===== src/rtl/ff_frame_deframer.sv =====
// Serial-to-byte frame deframer: strips the 24-bit frame ID header and queues
// payload bytes, tagged with last/error, in a FIFO with a valid/ready output.
module ff_frame_deframer #(
  parameter int FIFO_DEPTH = 16,
  parameter int MAX_BYTES  = 1024
) (
  input  logic                        ff_clk,
  input  logic                        reset,
  input  logic                        ff_en,
  input  logic                        ff_data,
  output logic [7:0]                  out_data,
  output logic                        out_last,
  output logic                        out_err,
  output logic                        out_valid,
  input  logic                        out_ready,
  output logic [23:0]                 frame_id,
  output logic                        id_valid,
  output logic                        err_short,
  output logic                        err_partial,
  output logic                        err_overflow,
  output logic                        err_long,
  output logic [15:0]                 frame_cnt,
  output logic [$clog2(FIFO_DEPTH):0] fifo_level
);

  localparam int AW = $clog2(FIFO_DEPTH);
  localparam int LW = AW + 1;
  localparam int CW = $clog2(MAX_BYTES + 1) + 1;
  localparam logic [LW-1:0] LVL_FULL  = LW'(FIFO_DEPTH);
  localparam logic [LW-1:0] LVL_LAST2 = LW'(FIFO_DEPTH - 2);
  localparam logic [CW-1:0] CNT_MAX   = CW'(MAX_BYTES);

  typedef enum logic [1:0] {S_IDLE, S_HDR, S_PAYLOAD, S_DROP} state_t;

  state_t          state_q, state_d;
  logic [2:0]      bit_cnt_q, bit_cnt_d;
  logic [6:0]      sh_q, sh_d;
  logic [1:0]      hdr_cnt_q, hdr_cnt_d;
  logic [15:0]     id_sh_q, id_sh_d;
  logic [23:0]     frame_id_q, frame_id_d;
  logic            id_valid_q, id_valid_d;
  logic [7:0]      pend_q, pend_d;
  logic            pend_valid_q, pend_valid_d;
  logic [CW-1:0]   pay_cnt_q, pay_cnt_d;
  logic            err_short_q, err_short_d;
  logic            err_partial_q, err_partial_d;
  logic            err_overflow_q, err_overflow_d;
  logic            err_long_q, err_long_d;
  logic [15:0]     frame_cnt_q, frame_cnt_d;
  logic [AW-1:0]   wr_ptr_q, wr_ptr_d;
  logic [AW-1:0]   rd_ptr_q, rd_ptr_d;
  logic [LW-1:0]   level_q, level_d;
  logic [9:0]      mem_q [FIFO_DEPTH];

  logic [7:0]      byte_new;
  logic            byte_done;
  logic            free_ge1, free_ge2;
  logic            push, pop;
  logic            push_last, push_err;
  logic [9:0]      ent_d;
  logic [9:0]      head;

  assign byte_new  = {sh_q, ff_data};
  assign byte_done = (bit_cnt_q == 3'd7);
  assign free_ge1  = (level_q != LVL_FULL);
  assign free_ge2  = (level_q <= LVL_LAST2);
  assign ent_d     = {push_err, push_last, pend_q};
  assign head      = mem_q[rd_ptr_q];
  assign pop       = out_valid && out_ready;

  always_comb begin
    state_d        = state_q;
    bit_cnt_d      = bit_cnt_q;
    sh_d           = sh_q;
    hdr_cnt_d      = hdr_cnt_q;
    id_sh_d        = id_sh_q;
    frame_id_d     = frame_id_q;
    id_valid_d     = 1'b0;
    pend_d         = pend_q;
    pend_valid_d   = pend_valid_q;
    pay_cnt_d      = pay_cnt_q;
    err_short_d    = 1'b0;
    err_partial_d  = 1'b0;
    err_overflow_d = 1'b0;
    err_long_d     = 1'b0;
    push           = 1'b0;
    push_last      = 1'b0;
    push_err       = 1'b0;

    unique case (state_q)
      S_IDLE: begin
        if (ff_en) begin
          sh_d         = {6'b0, ff_data};
          bit_cnt_d    = 3'd1;
          hdr_cnt_d    = '0;
          pend_valid_d = 1'b0;
          pay_cnt_d    = '0;
          state_d      = S_HDR;
        end
      end
      S_HDR: begin
        if (!ff_en) begin
          err_short_d = 1'b1;
          bit_cnt_d   = '0;
          state_d     = S_IDLE;
        end else begin
          sh_d      = byte_new[6:0];
          bit_cnt_d = bit_cnt_q + 3'd1;
          if (byte_done) begin
            id_sh_d   = {id_sh_q[7:0], byte_new};
            hdr_cnt_d = hdr_cnt_q + 2'd1;
            if (hdr_cnt_q == 2'd2) begin
              frame_id_d = {id_sh_q, byte_new};
              id_valid_d = 1'b1;
              state_d    = S_PAYLOAD;
            end
          end
        end
      end
      S_PAYLOAD: begin
        if (!ff_en) begin
          bit_cnt_d    = '0;
          pend_valid_d = 1'b0;
          state_d      = S_IDLE;
          if (!pend_valid_q) begin
            err_short_d = 1'b1;
          end else if (!free_ge1) begin
            // Lone first byte facing a full FIFO: the frame is dropped whole.
            err_overflow_d = 1'b1;
          end else begin
            push          = 1'b1;
            push_last     = 1'b1;
            push_err      = (bit_cnt_q != 3'd0);
            err_partial_d = (bit_cnt_q != 3'd0);
          end
        end else begin
          sh_d      = byte_new[6:0];
          bit_cnt_d = bit_cnt_q + 3'd1;
          if (byte_done) begin
            if (!pend_valid_q) begin
              pend_d       = byte_new;
              pend_valid_d = 1'b1;
              pay_cnt_d    = CW'(1);
            end else if ((pay_cnt_q != CNT_MAX) && free_ge2) begin
              push      = 1'b1;
              pend_d    = byte_new;
              pay_cnt_d = pay_cnt_q + CW'(1);
            end else begin
              // Overlength or no room: close the frame on the pending byte if a slot exists.
              err_long_d     = (pay_cnt_q == CNT_MAX);
              err_overflow_d = (pay_cnt_q != CNT_MAX);
              push           = free_ge1;
              push_last      = 1'b1;
              push_err       = 1'b1;
              pend_valid_d   = 1'b0;
              bit_cnt_d      = '0;
              state_d        = S_DROP;
            end
          end
        end
      end
      S_DROP: begin
        if (!ff_en) begin
          bit_cnt_d = '0;
          state_d   = S_IDLE;
        end
      end
      default: state_d = S_DROP;
    endcase
  end

  always_comb begin
    wr_ptr_d    = wr_ptr_q + AW'(push);
    rd_ptr_d    = rd_ptr_q + AW'(pop);
    level_d     = level_q;
    if (push && !pop) level_d = level_q + LW'(1);
    if (!push && pop) level_d = level_q - LW'(1);
    frame_cnt_d = frame_cnt_q;
    if (pop && head[8] && !head[9]) frame_cnt_d = frame_cnt_q + 16'd1;
  end

  always_ff @(posedge ff_clk) begin
    if (!reset) begin
      state_q        <= S_DROP;
      bit_cnt_q      <= '0;
      sh_q           <= '0;
      hdr_cnt_q      <= '0;
      id_sh_q        <= '0;
      frame_id_q     <= '0;
      id_valid_q     <= 1'b0;
      pend_q         <= '0;
      pend_valid_q   <= 1'b0;
      pay_cnt_q      <= '0;
      err_short_q    <= 1'b0;
      err_partial_q  <= 1'b0;
      err_overflow_q <= 1'b0;
      err_long_q     <= 1'b0;
      frame_cnt_q    <= '0;
      wr_ptr_q       <= '0;
      rd_ptr_q       <= '0;
      level_q        <= '0;
    end else begin
      state_q        <= state_d;
      bit_cnt_q      <= bit_cnt_d;
      sh_q           <= sh_d;
      hdr_cnt_q      <= hdr_cnt_d;
      id_sh_q        <= id_sh_d;
      frame_id_q     <= frame_id_d;
      id_valid_q     <= id_valid_d;
      pend_q         <= pend_d;
      pend_valid_q   <= pend_valid_d;
      pay_cnt_q      <= pay_cnt_d;
      err_short_q    <= err_short_d;
      err_partial_q  <= err_partial_d;
      err_overflow_q <= err_overflow_d;
      err_long_q     <= err_long_d;
      frame_cnt_q    <= frame_cnt_d;
      wr_ptr_q       <= wr_ptr_d;
      rd_ptr_q       <= rd_ptr_d;
      level_q        <= level_d;
    end
  end

  always_ff @(posedge ff_clk) begin
    if (push) mem_q[wr_ptr_q] <= ent_d;
  end

  a_no_push_when_full: assert property (@(posedge ff_clk) disable iff (!reset)
    !(push && (level_q == LVL_FULL)));

  assign out_valid    = (level_q != '0);
  assign out_data     = out_valid ? head[7:0] : '0;
  assign out_last     = out_valid & head[8];
  assign out_err      = out_valid & head[9];
  assign frame_id     = frame_id_q;
  assign id_valid     = id_valid_q;
  assign err_short    = err_short_q;
  assign err_partial  = err_partial_q;
  assign err_overflow = err_overflow_q;
  assign err_long     = err_long_q;
  assign frame_cnt    = frame_cnt_q;
  assign fifo_level   = level_q;

endmodule


===== config.mk =====
export PLATFORM = sky130hd
export DESIGN_NAME = ff_frame_deframer
export DESIGN_NICKNAME = d
export VERILOG_FILES = /design/src/rtl/ff_frame_deframer.sv
export SDC_FILE = /design/constraint.sdc
export NUM_CORES = 1
export LEC_CHECK = 0
export CAP_MARGIN = 10
export CORE_ASPECT_RATIO = 0.6
export CORE_MARGIN = 2
export CORE_UTILIZATION = 64
export DETAILED_ROUTE_END_ITERATION = 8
export PLACE_DENSITY = 0.85
export SLEW_MARGIN = 20
export SYNTH_ARGS = -nofsm -noshare
export SYNTH_HDL_FRONTEND = slang
export SYNTH_SLANG_ARGS = --single-unit

===== constraint.sdc =====
create_clock -name ff_clk -period 6.9 [get_ports ff_clk]
set_input_delay 1.38 -clock ff_clk [delete_from_list [all_inputs] [get_ports ff_clk]]
set_output_delay 1.38 -clock ff_clk [all_outputs]
set_load 0.005 [all_outputs]

==> results.md, run 1 <==
* Status: finished, final reports clean
* Global placement routability congestion at 0.878
* Via/cell ratio at 6.16
* Worst Hold Class: reg -> reg
* Slew headroom at 25.8%
* Final Hold Fails at 0
* Slowest cell on crit path: dfxtp_2
* Vias at 7,058
* Die H at 105 um
* Worst hold slack at 0.451 ns
* Worst Hold Launch: id_sh_q[11]
* Placed Cells at 1,104
* Post-layout min period at 5.05 ns
* Post-route antenna net violation count at 0
* Post-synth EDFFs at 160
* RR Startpoint: state_q[1]
* Hold path cells at 2
* CP required at 5.52 ns
* Synth unique cells at 62
* Clock share of power at 42.1%
* CP cell instances: buf_4, mux4_2, mux4_2, nor2b_1, clkdlybuf4s50_1
* Setup TNS at 0 ns
* LEAKAGE at 4.19 nW
* Crit Reg-Reg Endpoint: fifo_level[4]
* CP max FO at 28
* Synth Cell Area at 11,000 um2
* PostCTS Resize Cnt at 0
* RSZ-0062 raised after global routing: false
* Router iterations before antenna repair at 5
* Non-filler cells, final at 1,146
* Clk_skew at 0.0137 ns
* IO Count at 66
* Clock slew at reported path FFs at 0.07 ns
* Total CTS buffers at 24
* Top_reg_cell synth: edfxtp_1
* Max Cap Viol at 0
* Max incr delay on CP at 0.99 ns
* WS Path Type: reg -> out
* Psw at 0.000639 W
* Setup Buffers After CTS at 0
* Post-synth ARST share at 0%
* Mapped Avg Cell Area at 13.0 um2
* Area Growth Syn to Fin at 14.3%
* CTS tree: done
* Die width at 173 um
* Sink Count at 269
* Yosys Warn Count at 0
* Highest achievable clock rate at 198 MHz
* Diode count at 0
* Initial core utilization at 64.7%
* Layout net count at 919
* CTS root buffer: clkbuf_16
* Skew-Pair Late Insertion Delay at 0.52 ns
* Vias in the first global route at 6,735
* Hold EP: frame_id[19]
* Share of cells above drive strength 1 at 11.3%
* CP dominant cell by count: mux4_2
* Reg power frac at 54.9%
* Global Route Usage Sum at 27.3%
* Initial antenna violation count at 1
* Setup violators final at 0
* Combinational share of power at 3.0%
* Period Utilization, post-route at 73.2%
* Least-Margin Pin Slew at 1.11 ns
* R2R depth at 12
* H-tree depth at 1
* Syn Nets at 869
* Maximum vdd drop at 0.157 mV
* Total power at 0.00309 W
* IO buf count at 65
* Int Power at 0.00245 W
* Total core area at 16,900 um2
* First-pass GRT wire length at 38,300 um
* Max Root-Sink Buffers at 3
* Fin. max-slew vios at 0
* Mapped Cells at 846
* Largest net degree at the start of global routing at 62
* R2R Setup Slk at 3.45 ns
* Total Wirelength at 24,600 um
* Crit path capture type: output port
* Post-DP HPWL at 15,600 um
* Net Sw Frac at 20.7%
* Critical Path Start Type: flop
* Power per cell area at 246 nW/um2
* Post-synthesis sequential area ratio at 63.7%
* Rows at 37
* # hold bufs at CTS at 0
* Initial DRC count at 806
* WP data arrival at 3.67 ns
* Congestion Overflow GR at 0
* Residual DRC count at 0
* Yosys reg bits at 269
* DIE AREA at 18,200 um2
* DR WL/cell at 21.5 um
-- power groups by stage --
stage / Clock (W) / Sequential (W) / Combinational (W)
floorplan: 0 / 0.00173 / 0.0000670
global placement: 0 / 0.00173 / 0.0000854
detailed placement: 0 / 0.00173 / 0.0000878
CTS: 0.00131 / 0.00169 / 0.0000897
global route: 0.00137 / 0.00169 / 0.0000995
finish: 0.00130 / 0.00169 / 0.0000924
-- synth_stat cells, types with 12 or more instances --
cell      count  area (um2)
nor2_1       63         236
clkbuf_1     35         131
edfxtp_1    160        4800
xnor2_1      12         105
nor2b_1      15        93.8
mux4_2       44         991
dfxtp_1     109        2180
a21oi_1      69         345
ha_1         18         225
nand3_1      13        65.1
nand2_1     124         465
inv_1        20        75.1
-- area by class of cell --
class | count | area (um2)
repair buffers | 74 | 718
clock inverters | 10 | 81.3
clock buffers | 32 | 682
flip-flops and latches | 269 | 6990
inverters | 20 | 75.1
multi-input cells | 507 | 3700
well taps | 234 | 293
fillers | 1076 | 4410
-- per-stage QoR --
step	setup slack [ns]	cell area [um2]	util [%]
final	1.85	12500	74.0
after global routing	1.64	12500	74.0
after floorplan	3.12	11000	-
after detailed placement	2.23	11800	69.5
after CTS	1.82	12500	74.0
after global placement	2.30	11800	69.5
-- how the worst max path moves through the flow --
stage	startpoint	to	slack, ns	depth (start not counted)
global route	rd_ptr_q[0]	out_data[4]	1.64	5
detailed placement	ff_en	mem_q[4][6]	2.23	6
CTS	rd_ptr_q[0]	out_data[0]	1.82	5
finish	rd_ptr_q[0]	out_data[4]	1.85	5
global placement	ff_en	mem_q[4][5]	2.30	6
floorplan	ff_en	fifo_level[4]	3.12	14
-- cell usage in the layout (no fill, tap or decap), drive strengths merged, types with 3 or more instances in the layout --
cell type,n
edfxtp,160
nand2,124
dfxtp,109
a21oi,69
clkdlybuf4s50,65
nor2,64
mux4,46
clkbuf,32
inv,22
ha,18
nor2b,15
nand3,13
xnor2,12
o21ai,12
nor3,12
nand4,12
xor2,11
mux2i,10
nand2b,9
buf,9
and2,9
and3,7
a22oi,7
clkinv,6
a31oi,5
o2111ai,5
nor4,5
or3,4
nand3b,3
o221ai,3
a21o,3
-- metal layers --
layer	vias to the layer above	wire (um)	GRT usage, %
met2	328	10800	39.8
li1	3198	-	-
met1	3498	10800	41.6
met5	-	0	0
met4	0	387	5.02
met3	34	2580	8.04
-- flip-flops by register name (all words and copies together), names as in the netlist, 2 cells and up --
name / cells
wr_ptr_q: 4
id_sh_q: 16
state_q: 2
bit_cnt_q: 3
hdr_cnt_q: 2
rd_ptr_q: 4
frame_cnt: 16
pend_q: 8
pay_cnt_q: 12
fifo_level: 5
mem_q: 160
frame_id: 24
sh_q: 7
-- kinds of logic (layout without fill, tap and decap cells) --
group	Yosys count	in the layout	share of synthesized area (%)
multiplexers	58	58	10.6
buffers and inverters	70	136	2.57
AO/OA/AOI/OAI	123	123	6.96
XOR/XNOR	23	23	1.84
flip-flops	269	269	63.7
adder cells (fa/ha/maj)	18	18	2.05
AND/OR/NAND/NOR	285	285	12.2
-- critical path, delay by kind of cell, from the launching register on --
family / cells / cell delay [ns]
multiplexers: 2 / 1.08
AND/OR/NAND/NOR: 1 / 0.15
buffers and inverters: 2 / 0.93
flip-flops: 1 / 0.99
(Power assumes the default switching activity.)
==> inputs of run 2 (changes only) <==
CORE_UTILIZATION = 59   (was 64)
PLACE_DENSITY = 0.79   (was 0.85)
clock period = 5.1 ns   (was 6.9 ns; I/O delays follow)
==> results.md, run 2 (synthesized netlist as in run 1, its figures left out) <==
* Setup crit end: out_last
* Crit path capture type: output port
* Diode count at 0
* WS Path Type: reg -> out
* IO Count at 66
* Register name with the most flops: mem_q
* Worst Hold Launch: id_sh_q[14]
* Period Utilization, post-route at 84.0%
* Setup violators final at 0
* Clock slew at reported path FFs at 0.07 ns
* Total CTS buffers at 24
* Sink Count at 269
* IO buf count at 65
* Top delay family on crit path: buffers and inverters
* Highest achievable clock rate at 233 MHz
* Total Wirelength at 24,400 um
* Most frequent cells in the layout: 160 x edfxtp_1, 124 x nand2_1, 108 x dfxtp_1, 69 x a21oi_1, 65 x clkdlybuf4s50_1
* # hold bufs at CTS at 0
* H-tree depth at 1
* Total core area at 18,100 um2
* Max Root-Sink Buffers at 3
* Clk_skew at 0.0109 ns
* Layout net count at 926
* Most common cell after layout, fill and taps aside: edfxtp_1
* Residual DRC count at 0
* Worst Hold Class: reg -> reg
* Crit path depth at 6
* Vias at 7,053
* Post-route antenna net violation count at 0
* CP required at 4.08 ns
* Initial DRC count at 1,013
* R2R Setup Slk at 1.72 ns
* Final Hold Fails at 0
* Initial core utilization at 60.5%
* Largest register FFs at 160
* Fin. max-slew vios at 0
* Least-Margin Pin Slew at 1.01 ns
* Crit Reg-Reg Endpoint: mem_q[0][4]
* Skew-Pair Late Insertion Delay at 0.52 ns
* DIE AREA at 19,700 um2
* Share of cells above drive strength 1 at 12.4%
* WP buf/inv at 2
* Non-filler cells, final at 1,161
* RSZ-0062 raised after global routing: false
* Post-DP HPWL at 15,900 um
* Die H at 110 um
* RR Startpoint: state_q[1]
* Setup TNS at 0 ns
* Power per cell area at 341 nW/um2
* Rows at 38
* Placed Cells at 1,117
* Die width at 180 um
* Slew headroom at 32.4%
* PostCTS Resize Cnt at 0
* Post-layout min period at 4.28 ns
* Critical Path Start Type: flop
* Area Growth Syn to Fin at 15.7%
* CP cell instances: buf_4, mux2_2, a221oi_1, o2bb2ai_2, nor2_1, clkdlybuf4s50_1
* CTS root buffer: clkbuf_16
* CTS tree: done
* CP max FO at 11
* Slowest cell on crit path: dfxtp_1
* Global placement routability congestion at 0.872
* LEAKAGE at 4.26 nW
* Setup Buffers After CTS at 0
* Maximum vdd drop at 0.306 mV
* Initial antenna violation count at 2
* Max incr delay on CP at 0.77 ns
* Router iterations before antenna repair at 6
* R2R depth at 6
* Max Cap Viol at 0
* WP data arrival at 3.26 ns
* DR WL/cell at 21.0 um
* Largest net degree at the start of global routing at 63
* Global Route Usage Sum at 25.1%
* Congestion Overflow GR at 0
* Crit path from: rd_ptr_q[2]
* Status: finished, final reports clean
* First-pass GRT wire length at 37,600 um
* Via/cell ratio at 6.07
* Vias in the first global route at 6,501
* Layout Utilization at 70.0%
## run 2: cell types whose count changed in the layout (fill, tap and decap cells not counted), sizes merged
cell,before,now
buf,9,16
bufinv,1,4
clkbuf,32,28
clkinv,6,9
clkinvlp,1,2
inv,22,21
## run 2: report_power, final
part / switching (W) / internal, W
registers: 0.00000956 / 0.00228
clock network: 0.000800 / 0.00112
logic: 0.0000825 / 0.0000403
## run 2: worst min path at each step
stage,end,slack [ns],depth (start not counted)
global placement,frame_id[17],0.44,2
CTS,frame_id[22],0.45,2
global route,frame_id[20],0.47,2
floorplan,frame_id[16],0.43,2
finish,frame_id[22],0.45,2
detailed placement,id_sh_q[11],0.45,2
## run 2: through the flow
step	power [W]	setup slack, ns	hold slack [ns]	area (um2)
finish	0.00433	0.815	0.453	12700
global placement	0.00246	1.08	0.444	11800
floorplan	0.00243	1.68	0.432	11000
CTS	0.00435	0.755	0.455	12700
global route	0.00445	0.620	0.473	12700
detailed placement	0.00246	0.978	0.448	11800
## run 2: worst min-delay path, delay by kind of cell (launching register included)
family           cells  cell delay (ns)
flip-flops           1             0.31
AND/OR/NAND/NOR      1             0.05
AO/OA/AOI/OAI        1             0.05
## run 2: per-layer routing
metal	wire (um)	vias up	global-route usage, %
li1	-	3213	-
met2	10300	320	35.5
met1	11300	3484	40.0
met4	380	2	5.28
met3	2430	34	5.50
met5	9	-	0
## run 2: area by class of cell
cell class | count | area, um2
flip-flops and latches | 269 | 6990
fillers | 1217 | 5430
multi-input cells | 507 | 3700
repair buffers | 81 | 783
clock buffers | 28 | 647
well taps | 240 | 300
clock inverters | 16 | 193
inverters | 20 | 75.1
==> inputs of run 3 (changes only) <==
CORE_UTILIZATION = 53   (was 59)
PLACE_DENSITY = 0.75   (was 0.79)
clock period = 3.6 ns   (was 5.1 ns; I/O delays follow)
==> results.md, run 3 (synthesized netlist as in run 1, its figures left out) <==
* Status: finished, final reports clean
* Most common cell after layout, fill and taps aside: edfxtp_1
* Sink Count at 269
* Total CTS buffers at 25
* Setup TNS at 0 ns
* CP max FO at 8
* Power per cell area at 471 nW/um2
* Post-layout min period at 3.54 ns
* Register name with the most flops: mem_q
* RSZ-0062 raised after global routing: false
* Congestion Overflow GR at 0
* Fin. max-slew vios at 0
* Die width at 190 um
* Critical Path Start Type: flop
* CP cell instances: buf_12, mux4_2, mux4_2, nor2b_1, clkdlybuf4s50_1
* # hold bufs at CTS at 0
* Vias in the first global route at 6,591
* Share of cells above drive strength 1 at 14.5%
* Maximum vdd drop at 0.298 mV
* Clk_skew at 0.0144 ns
* Layout Utilization at 64.4%
* CP dominant cell by count: mux4_2
* Total core area at 20,100 um2
* Slew headroom at 48.2%
* Skew-Pair Late Insertion Delay at 0.52 ns
* Max Cap Viol at 0
* Global Route Usage Sum at 21.9%
* Post-DP HPWL at 15,200 um
* Initial DRC count at 715
* Diode count at 0
* Combinational share of power at 3.0%
* Crit path from: rd_ptr_q[0]
* LEAKAGE at 4.41 nW
* WP data arrival at 2.82 ns
* Final Cell Area at 13,000 um2
* CTS tree: done
* Largest net degree at the start of global routing at 59
* H-tree depth at 1
* DIE AREA at 21,900 um2
* Max Root-Sink Buffers at 3
* Psw at 0.00125 W
* Rows at 40
* Final Hold Fails at 0
* IO Count at 66
* Highest achievable clock rate at 283 MHz
* Initial antenna violation count at 0
* Initial core utilization at 54.5%
* Top delay family on crit path: multiplexers
* Placement Cell Area at 12,100 um2
* RR Startpoint: fifo_level[1]
* Global placement routability congestion at 0.845
* DR WL/cell at 19.2 um
* Residual DRC count at 0
* Setup violators final at 0
* CTS root buffer: clkbuf_16
* WP buf/inv at 2
* Via/cell ratio at 5.80
* Slowest cell on crit path: mux4_2
* IO buf count at 65
* Worst Hold Launch: frame_id[17]
* Router iterations before antenna repair at 5
* Die H at 115 um
* Reg power frac at 53.2%
* Area Growth Syn to Fin at 18.2%
* Most frequent cells in the layout: 160 x edfxtp_1, 124 x nand2_1, 108 x dfxtp_1, 69 x a21oi_1, 65 x clkdlybuf4s50_1
* Non-filler cells, final at 1,221
* Net Sw Frac at 20.5%
* Worst Hold Class: reg -> reg
* CP required at 2.88 ns
* Max incr delay on CP at 0.54 ns
* Int Power at 0.00485 W
* Placed Cells at 1,172
* Total power at 0.00610 W
* Total Wirelength at 23,500 um
* Layout net count at 953
* Clock slew at reported path FFs at 0.06 ns
* Post-route antenna net violation count at 0
* Crit path capture type: output port
* Largest register FFs at 160
* First-pass GRT wire length at 37,000 um
* Clock share of power at 43.8%
* Least-Margin Pin Slew at 0.776 ns
* WS Path Type: reg -> out
* Period Utilization, post-route at 98.3%
* Vias at 7,082
==> run 3: changes by cell type in the layout (fill, tap and decap cells not counted), moves of 2 or more <==
cell and change:
buf_4 +22, buf_12 +2, clkbuf_16 +2, clkinv_1 +2
==> run 3: metrics by stage <==
step	hold WS, ns	setup slack, ns
4_1_cts	0.457	0.0192
3_3_place_gp	0.444	0.262
2_1_floorplan	0.432	0.476
5_1_grt	0.474	0.00256
6_report	0.455	0.0603
3_5_place_dp	0.447	0.227
==> run 3: final cells by class <==
cell class              instances  area, um2
flip-flops and latches        269       6990
clock inverters                15        154
repair buffers                107       1020
well taps                     273        342
multi-input cells             507       3690
clock buffers                  30        676
inverters                      20       75.1
fillers                      1495       7160
==> run 3: routing by layer <==
metal	wire, um	track usage (%)	vias to the layer above
li1	-	-	3270
met1	11400	35.6	3507
met2	9860	31.6	278
met3	1850	3.39	27
met4	303	3.82	0
met5	0	0	-
==> run 3: path summary, 6_finish.rpt <==
kind / to / slack (ns) / cells past startpoint
max: out_data[7] / 0.06 / 5
min: frame_id[17] / 0.45 / 2
max reg2reg: fifo_level[4] / 0.73 / 12
min reg2reg: frame_id[17] / 0.45 / 2
==> run 3: power by group through the flow <==
stage	Combinational, W	Clock [W]	Sequential, W
after floorplan	0.000128	0	0.00331
after global placement	0.000174	0	0.00331
after detailed placement	0.000177	0	0.00331
after CTS	0.000178	0.00270	0.00325
after global routing	0.000203	0.00282	0.00325
final	0.000181	0.00267	0.00325
==> run 3: timing repair <==
item | 4_1_cts | 5_1_grt
gates cloned | 0 | 1
buffers inserted | 0 | 3
gates resized for setup | 2 | 3
setup endpoints to repair | 5 | 5
==> run 3: tightest hold or removal path, cell delays in order (launching register included) <==
cell     delay (ns)
dfxtp_1        0.31
nand2_1        0.05
a21oi_1        0.05
